==> src/rtl/stim_pkg.sv <==
// Shared types and constants for the exhaustive stimulus sequencer.
// Also holds the MISR step function used by the optional signature logic.
package stim_pkg;

    typedef enum logic [1:0] {
        IDLE  = 2'd0,
        DRIVE = 2'd1,
        EMIT  = 2'd2,
        DONE  = 2'd3
    } stim_state_t;

    localparam logic [15:0] MISR_POLY = 16'h1021;
    localparam logic [15:0] MISR_SEED = 16'hFFFF;

    function automatic logic [15:0] misr_step(input logic [15:0] sig, input logic [15:0] data);
        return {sig[14:0], 1'b0} ^ (sig[15] ? MISR_POLY : 16'h0000) ^ data;
    endfunction

endpackage

==> src/rtl/stim_misr.sv <==
// 16-bit MISR compacting accepted {pattern, response} records into a signature.
// Latency: one cycle per shift. Backpressure: none, it shifts only on shift_en.
// init reloads the seed and takes priority over shift_en.
module stim_misr
    import stim_pkg::*;
(
    input  logic        CK,
    input  logic        reset,
    input  logic        init,
    input  logic        shift_en,
    input  logic [15:0] data,
    output logic [15:0] sig
);

    always_ff @(posedge CK or negedge reset) begin
        if (!reset) begin
            sig <= MISR_SEED;
        end else if (init) begin
            sig <= MISR_SEED;
        end else if (shift_en) begin
            sig <= misr_step(sig, data);
        end
    end

endmodule

==> src/rtl/stim_sequencer.sv <==
// Exhaustive stimulus sweep 0..2^N_WIDTH-1 with settle time and one record per pattern.
// Latency: SETTLE cycles from pattern drive to rec_valid; SETTLE+1 cycles per pattern at full rate.
// Backpressure: rec_valid/rec_ready; pattern and record hold while rec_ready is low. Option: STIM_MISR_SIGNATURE_EN.
module stim_sequencer
    import stim_pkg::*;
#(
    parameter int N_WIDTH   = 3,
    parameter int OUT_WIDTH = 1,
    parameter int SETTLE    = 1
) (
    input  logic                 CK,
    input  logic                 reset,
    input  logic                 start,
    output logic [N_WIDTH-1:0]   pattern_o,
    input  logic [OUT_WIDTH-1:0] dut_out_i,
    output logic                 rec_valid,
    input  logic                 rec_ready,
    output logic [N_WIDTH-1:0]   rec_pattern,
    output logic [OUT_WIDTH-1:0] rec_response,
    output logic                 busy,
    output logic                 done
`ifdef STIM_MISR_SIGNATURE_EN
    ,
    output logic [15:0]          signature_o,
    output logic                 signature_valid
`endif
);

    localparam int                 CNT_W    = (SETTLE > 1) ? $clog2(SETTLE) : 1;
    localparam logic [CNT_W-1:0]   CNT_LOAD = CNT_W'(SETTLE - 1);
    localparam logic [N_WIDTH-1:0] PAT_LAST = '1;

    stim_state_t      state;
    stim_state_t      state_nxt;
    logic [CNT_W-1:0] cnt;
    logic             start_acc;
    logic             sample;
    logic             hs;
    logic             last;

    always_ff @(posedge CK or negedge reset) begin
        if (!reset) begin
            state <= IDLE;
        end else begin
            state <= state_nxt;
        end
    end

    always_comb begin
        state_nxt = state;
        start_acc = 1'b0;
        sample    = 1'b0;
        hs        = 1'b0;
        last      = (pattern_o == PAT_LAST);
        case (state)
            IDLE, DONE: begin
                if (start) begin
                    start_acc = 1'b1;
                    state_nxt = DRIVE;
                end
            end
            DRIVE: begin
                if (cnt == '0) begin
                    sample    = 1'b1;
                    state_nxt = EMIT;
                end
            end
            EMIT: begin
                if (rec_valid && rec_ready) begin
                    hs        = 1'b1;
                    state_nxt = last ? DONE : DRIVE;
                end
            end
            default: state_nxt = IDLE;
        endcase
    end

    // pattern_o moves only on the EMIT->DRIVE handshake so the DUT input never glitches mid-settle
    always_ff @(posedge CK or negedge reset) begin
        if (!reset) begin
            pattern_o    <= '0;
            cnt          <= '0;
            rec_valid    <= 1'b0;
            rec_pattern  <= '0;
            rec_response <= '0;
        end else begin
            if (start_acc) begin
                pattern_o <= '0;
                cnt       <= CNT_LOAD;
            end
            if (state == DRIVE && cnt != '0) begin
                cnt <= cnt - CNT_W'(1);
            end
            if (sample) begin
                rec_valid    <= 1'b1;
                rec_pattern  <= pattern_o;
                rec_response <= dut_out_i;
            end
            if (hs) begin
                rec_valid <= 1'b0;
                if (!last) begin
                    pattern_o <= pattern_o + N_WIDTH'(1);
                    cnt       <= CNT_LOAD;
                end
            end
        end
    end

    assign busy = (state == DRIVE) || (state == EMIT);
    assign done = (state == DONE);

`ifdef STIM_MISR_SIGNATURE_EN
    stim_misr u_misr (
        .CK       (CK),
        .reset    (reset),
        .init     (start_acc),
        .shift_en (hs),
        .data     (16'({rec_pattern, rec_response})),
        .sig      (signature_o)
    );

    assign signature_valid = done;
`endif

endmodule

==> config.mk <==
export PLATFORM = sky130hd
export DESIGN_NAME = stim_sequencer
export DESIGN_NICKNAME = d
export VERILOG_FILES = /design/src/rtl/stim_pkg.sv /design/src/rtl/stim_misr.sv /design/src/rtl/stim_sequencer.sv
export SDC_FILE = /design/constraint.sdc
export NUM_CORES = 1
export LEC_CHECK = 0
export ABC_AREA = 1
export BUFFER_PORTS_ARGS = -buffer_cell sky130_fd_sc_hd__buf_4
export CAP_MARGIN = 20
export CORE_MARGIN = 3
export CORE_UTILIZATION = 30
export DETAILED_ROUTE_END_ITERATION = 8
export GPL_ROUTABILITY_DRIVEN = 0
export HOLD_SLACK_MARGIN = 0.15
export PLACE_DENSITY = 0.64
export SYNTH_ARGS = -nofsm -noshare
export SYNTH_HDL_FRONTEND = slang
export SYNTH_SLANG_ARGS = --single-unit
==> constraint.sdc <==
create_clock -name CK -period 1.26 [get_ports CK]
set_input_delay 0.126 -clock CK [delete_from_list [all_inputs] [get_ports CK]]
set_output_delay 0.126 -clock CK [all_outputs]
set_load 0.05 [all_outputs]
# Word-level counts from Yosys, hierarchy flattened
# Cells that the tools add are included.
# totals
register_bits	11
in_bits	5
output_inout_bits	10
word_cells	42
# op_classes
addsub	2
n_eq_ne	7
muxes	20
reduce_logical	7
# ops
op	n
$mux W1	12
$mux W3	3
$mux W2	4
$ne A2 B2 Y1 const B	3
$pmux W2 S3	1
$eq A2 B2 Y1 const B	2
$add A3 B1 Y3 const B	1
$eq A3 B3 Y1 const B	1
$reduce_and A3 Y1	1
$eq A2 B1 Y1 const B	1
$logic_and A1 B1 Y1	2
$logic_not A2 Y1	1
$reduce_bool A2 Y1	1
$reduce_or A2 Y1	1
$logic_or A1 B1 Y1	1
$sub A1 B1 Y1 const B	1

# Logic depth before layout (Yosys ltp)
# depth
ltp_word	7
depth_mapped	7
ltp_nobuf	7

# Worst setup path after synthesis
# OpenSTA, ideal clock, no wires.
# synth_path
kind	flip-flop to flip-flop
from	reg pattern_o[0]
to	reg pattern_o[0]
setup_time_ns	0.067
arrival_ns	1.464
required_time_ns	1.193
path_slack_ns	-0.271
stages_incl_launch_ff	7
n_path_buf	0
synth_period_minus_slack_ns	1.531
path_cell_list	dfrtp_1 > ha_1 > ha_1 > or2_0 > nand2_1 > nand2_1 > nand2_1
# synth_between
elab_chain_cells	3
word_cells_on_any_way	5
classes_between	add/sub: 1; eq/ne: 1; mux: 3
# synth_lines
item	line_no	source
start: declaration	stim_sequencer.sv:14	output logic [N_WIDTH-1:0] pattern_o,
start signal: assignment	stim_sequencer.sv:102	pattern_o <= pattern_o + N_WIDTH'(1);
$add A3 B1 Y3 (tied with other cells)	stim_sequencer.sv:102	
$mux W3	stim_sequencer.sv:101	if (!last) begin
$mux W3 *	stim_sequencer.sv:99	if (hs) begin
# Mark *: on every way between the ends. The rest lies on a longest branch, timed or not.
# A chain may end at the register's enable or synchronous reset.

# Worst setup path in the final report
# layout_path
from	reg state[1]
to	out busy
# layout_between
elab_chain_cells	2
word_cells_on_any_way	3
classes_between	eq/ne: 2; reduce/logical: 1
# layout_lines
item	line_no	source
start: declaration	stim_sequencer.sv:33	stim_state_t state;
start signal: assignment	stim_sequencer.sv:45	state <= state_nxt;
$eq A2 B1 Y1 or $eq A2 B2 Y1 (tied branches)	stim_sequencer.sv:109	assign busy = (state == DRIVE) || (state == EMIT);
$logic_or A1 B1 Y1 *	stim_sequencer.sv:109	
end: declaration	stim_sequencer.sv:20	output logic busy,
# Marked as above.

==> flow_metrics.py <==
metrics = {
    "timing": {
        "tightest_slew_ns": 0.1955,
        "rsz0062_at_grt": "yes",
        "whs_ns": 0.1686,
        "fin_skew_ns": 0.003853,
        "setup_viol": 2,
        "fmax_ghz": 0.7558,
        "final.period_utilization_pct": 105.0,
        "hold_viol": 0,
        "setup_ws_ns": -0.06318,
        "slew_headroom_pct": 86.96,
        "post-route-min-period_ns": 1.323,
        "drv_slew": 0,
    },
    "global_routing": {
        "grt_util_all_layers_pct": 12.53,
        "grt_max_degree": 12,
        "grt_pass1_vias": 504,
        "grt_antenna_before_repair": 0,
        "grt.overflow.total": 0,
        "grt_pass1_wl_um": 2359,
    },
    "synth": {
        "synth_seq_area_share_pct": 47.41,
        "yosysTopAreaCell": "dfrtp_1",
        "ys_ff_latch": 11,
        "yosys_warnings": 0,
        "post-synth-top-area-fraction_pct": 47.41,
        "syn_inst": 71,
        "syn_area_um2": 580.6,
        "syn_area_per_cell_um2": 8.177,
        "synth.net_count": 81,
        "yosys.cell_types.count": 12,
        "synthTopCellsByArea": "dfrtp_1, nand2_1, ha_1",
    },
    "route": {
        "post-route-drc-count": 0,
        "first_pass_iters": 4,
        "first_iter_violations": 11,
        "vias": 529,
        "drt_wl_total_um": 1389,
        "wire_per_inst_um": 11.58,
        "antenna_left": 0,
        "via_per_inst": 4.408,
    },
    "critical_path": {
        "endpoint_kind": "output port",
        "reg2reg_slack_ns": 0,
        "worst-path-buf-inv": 2,
        "r2r_end": "pattern_o[0]",
        "r2r_cells": 7,
        "path_delay_family": "flip-flops",
        "slowest_stage": "dfrtp_2",
        "slowest_delay_ns": 0.45,
        "crit_fanout": 4,
        "cp.required_ns": 1.13,
        "crit_path_cell_trace": "ha_4 > inv_2 > buf_6",
        "path_class": "flip-flop to output port",
        "timing.rr.start": "state[1]",
        "cp.arrival_ns": 1.20,
        "start_kind": "flip-flop",
    },
    "hold_path": {
        "hp-start": "start",
        "min_path_type": "primary input to flip-flop",
        "min_delay_path_depth": 4,
        "whs_endpoint": "cnt",
    },
    "floorplanning": {
        "die_w_um": 49.99,
        "top_level_ports": 15,
        "rows": 15,
        "die_area_um2": 2499,
        "die_y_um": 49.99,
        "core_um2": 1783,
        "initial_core_util_pct": 32.56,
    },
    "final_layout": {
        "syn2layout_area_growth_pct": 51.51,
        "fill_cells": 176,
        "diodes": 0,
        "multi_input_area_um2": 346.6,
        "drive_above_1_share_pct": 41.05,
        "regArea_um2": 279.0,
        "nNetsFinal": 106,
        "post-route-util_pct": 49.33,
    },
    "run": {
        "drv_cap": 0,
    },
    "clock_tree": {
        "clk_pin_slew_ns": 0.08,
        "h-tree-depth": 1,
        "clock_sinks": 11,
        "cts_inserted_buffers": 3,
        "worstSkewPairLatency_ns": 0.27,
        "tritoncts": "yes",
        "clockRootBuffer": "clkbuf_4",
        "clockBufferDepth": 2,
    },
    "power": {
        "leakage_nw": 0.4593,
        "peakVddDrop_mv": 0.8017,
        "p_per_area_nw_per_um2": 2441,
    },
    "run_status": {
        "status": "finished, violations left",
        "violations": "setup timing",
    },
    "placement": {
        "dp_hpwl_um": 931.2,
        "io_buffers": 14,
    },
}
==> sequential cells by signal, indices dropped and copies added, names as in the netlist <==
register,flops
cnt,1
state,2
rec_valid,1
rec_pattern,3
pattern_o,3
rec_response,1
==> cells in the mapped netlist <==
library cell	instances
nand2_1	31
dfrtp_1	11
inv_1	9
ha_1	5
nand3_1	4
o21ai_0	3
nor2_1	2
nor2_4	2
a21oi_1	1
nand3_2	1
nand4_1	1
or2_0	1
==> tightest hold or removal path: stages <==
cell and delay (ns):
buf_4 0.10, nand2_4 0.06, nand3_1 0.06, nor2_1 0.04
==> power by group <==
group	internal, mW	switching [mW]	total (mW)
logic	0.505	0.855	1.36
clock network	0.122	0.122	0.244
registers	0.456	0.0871	0.543
==> what timing repair did <==
| action | CTS | global route |
|---|---|---|
| hold buffers | 2 | 0 |
| gates resized for setup | 7 | 11 |
| pin swaps | 1 | 4 |
| setup buffers | 2 | 1 |
| endpoints found under the setup margin | 2 | 13 |
| cloned | 0 | 0 |
| endpoints found under the hold margin | 12 | 0 |
==> placed cells by master (no fill, tap or decap), drive strengths merged <==
cell,Yosys,final
nand2,31,31
buf,0,18
a21oi,1,1
ha,5,5
clkbuf,0,4
or2,1,1
nand3,5,5
dlygate4sd3,0,2
nand4,1,1
o21ai,3,3
dfrtp,11,11
inv,9,9
nor2,4,4
==> stage by stage <==
stage	setup slack [ns]	cell area, um2	std cells	power, mW	TNS, ns
after floorplan	-0.02358	608.1	71	1.294	-0.02358
after global placement	0.04263	752.0	111	1.586	0
after detailed placement	-0.01347	752.0	111	1.613	-0.01347
after CTS	-0.04370	838.3	119	2.011	-0.05446
after global routing	-0.1128	879.6	120	2.316	-0.4564
final	-0.06318	879.6	120	2.147	-0.09573
==> routing by layer <==
| layer | vias to the layer above | track usage, % | part of all wire (%) |
|---|---|---|---|
| met5 | - | 0 | 0 |
| met4 | 0 | 4.147 | 0 |
| met3 | 0 | 2.719 | 4.7 |
| met2 | 12 | 22.39 | 54 |
| met1 | 249 | 14.50 | 41 |
| li1 | 268 | - | - |
==> cell families after synthesis <==
logic type                 Yosys count  share of synthesized area (%)
and+or+nand+nor                     42                          32.54
AOI/OAI and AO/OA                    4                          3.447
buffers and inverters                9                          5.819
DFF                                 11                          47.41
adders and majority gates            5                          10.78
==> final cells by class <==
type / instances / share of cell area (%)
timing repair buffer: 20 / 18.49
inverter: 9 / 3.841
tap: 25 / 3.556
multi-input combinational: 51 / 39.40
clock buffer: 4 / 2.987
sequential: 11 / 31.72
==> how the worst max path moves through the flow <==
stage                  from      endpoint  slack [ns]  cells past startpoint
3_5_place_dp       state[0]  pattern_o[0]       -0.01                      7
2_1_floorplan  pattern_o[0]  pattern_o[0]       -0.02                      6
4_1_cts            state[1]          busy       -0.04                      3
3_3_place_gp       state[0]      state[1]        0.04                      6
6_report           state[1]          busy       -0.06                      3
5_1_grt            state[1]          busy       -0.11                      3
No activity file was read; power rests on OpenSTA's default activity.
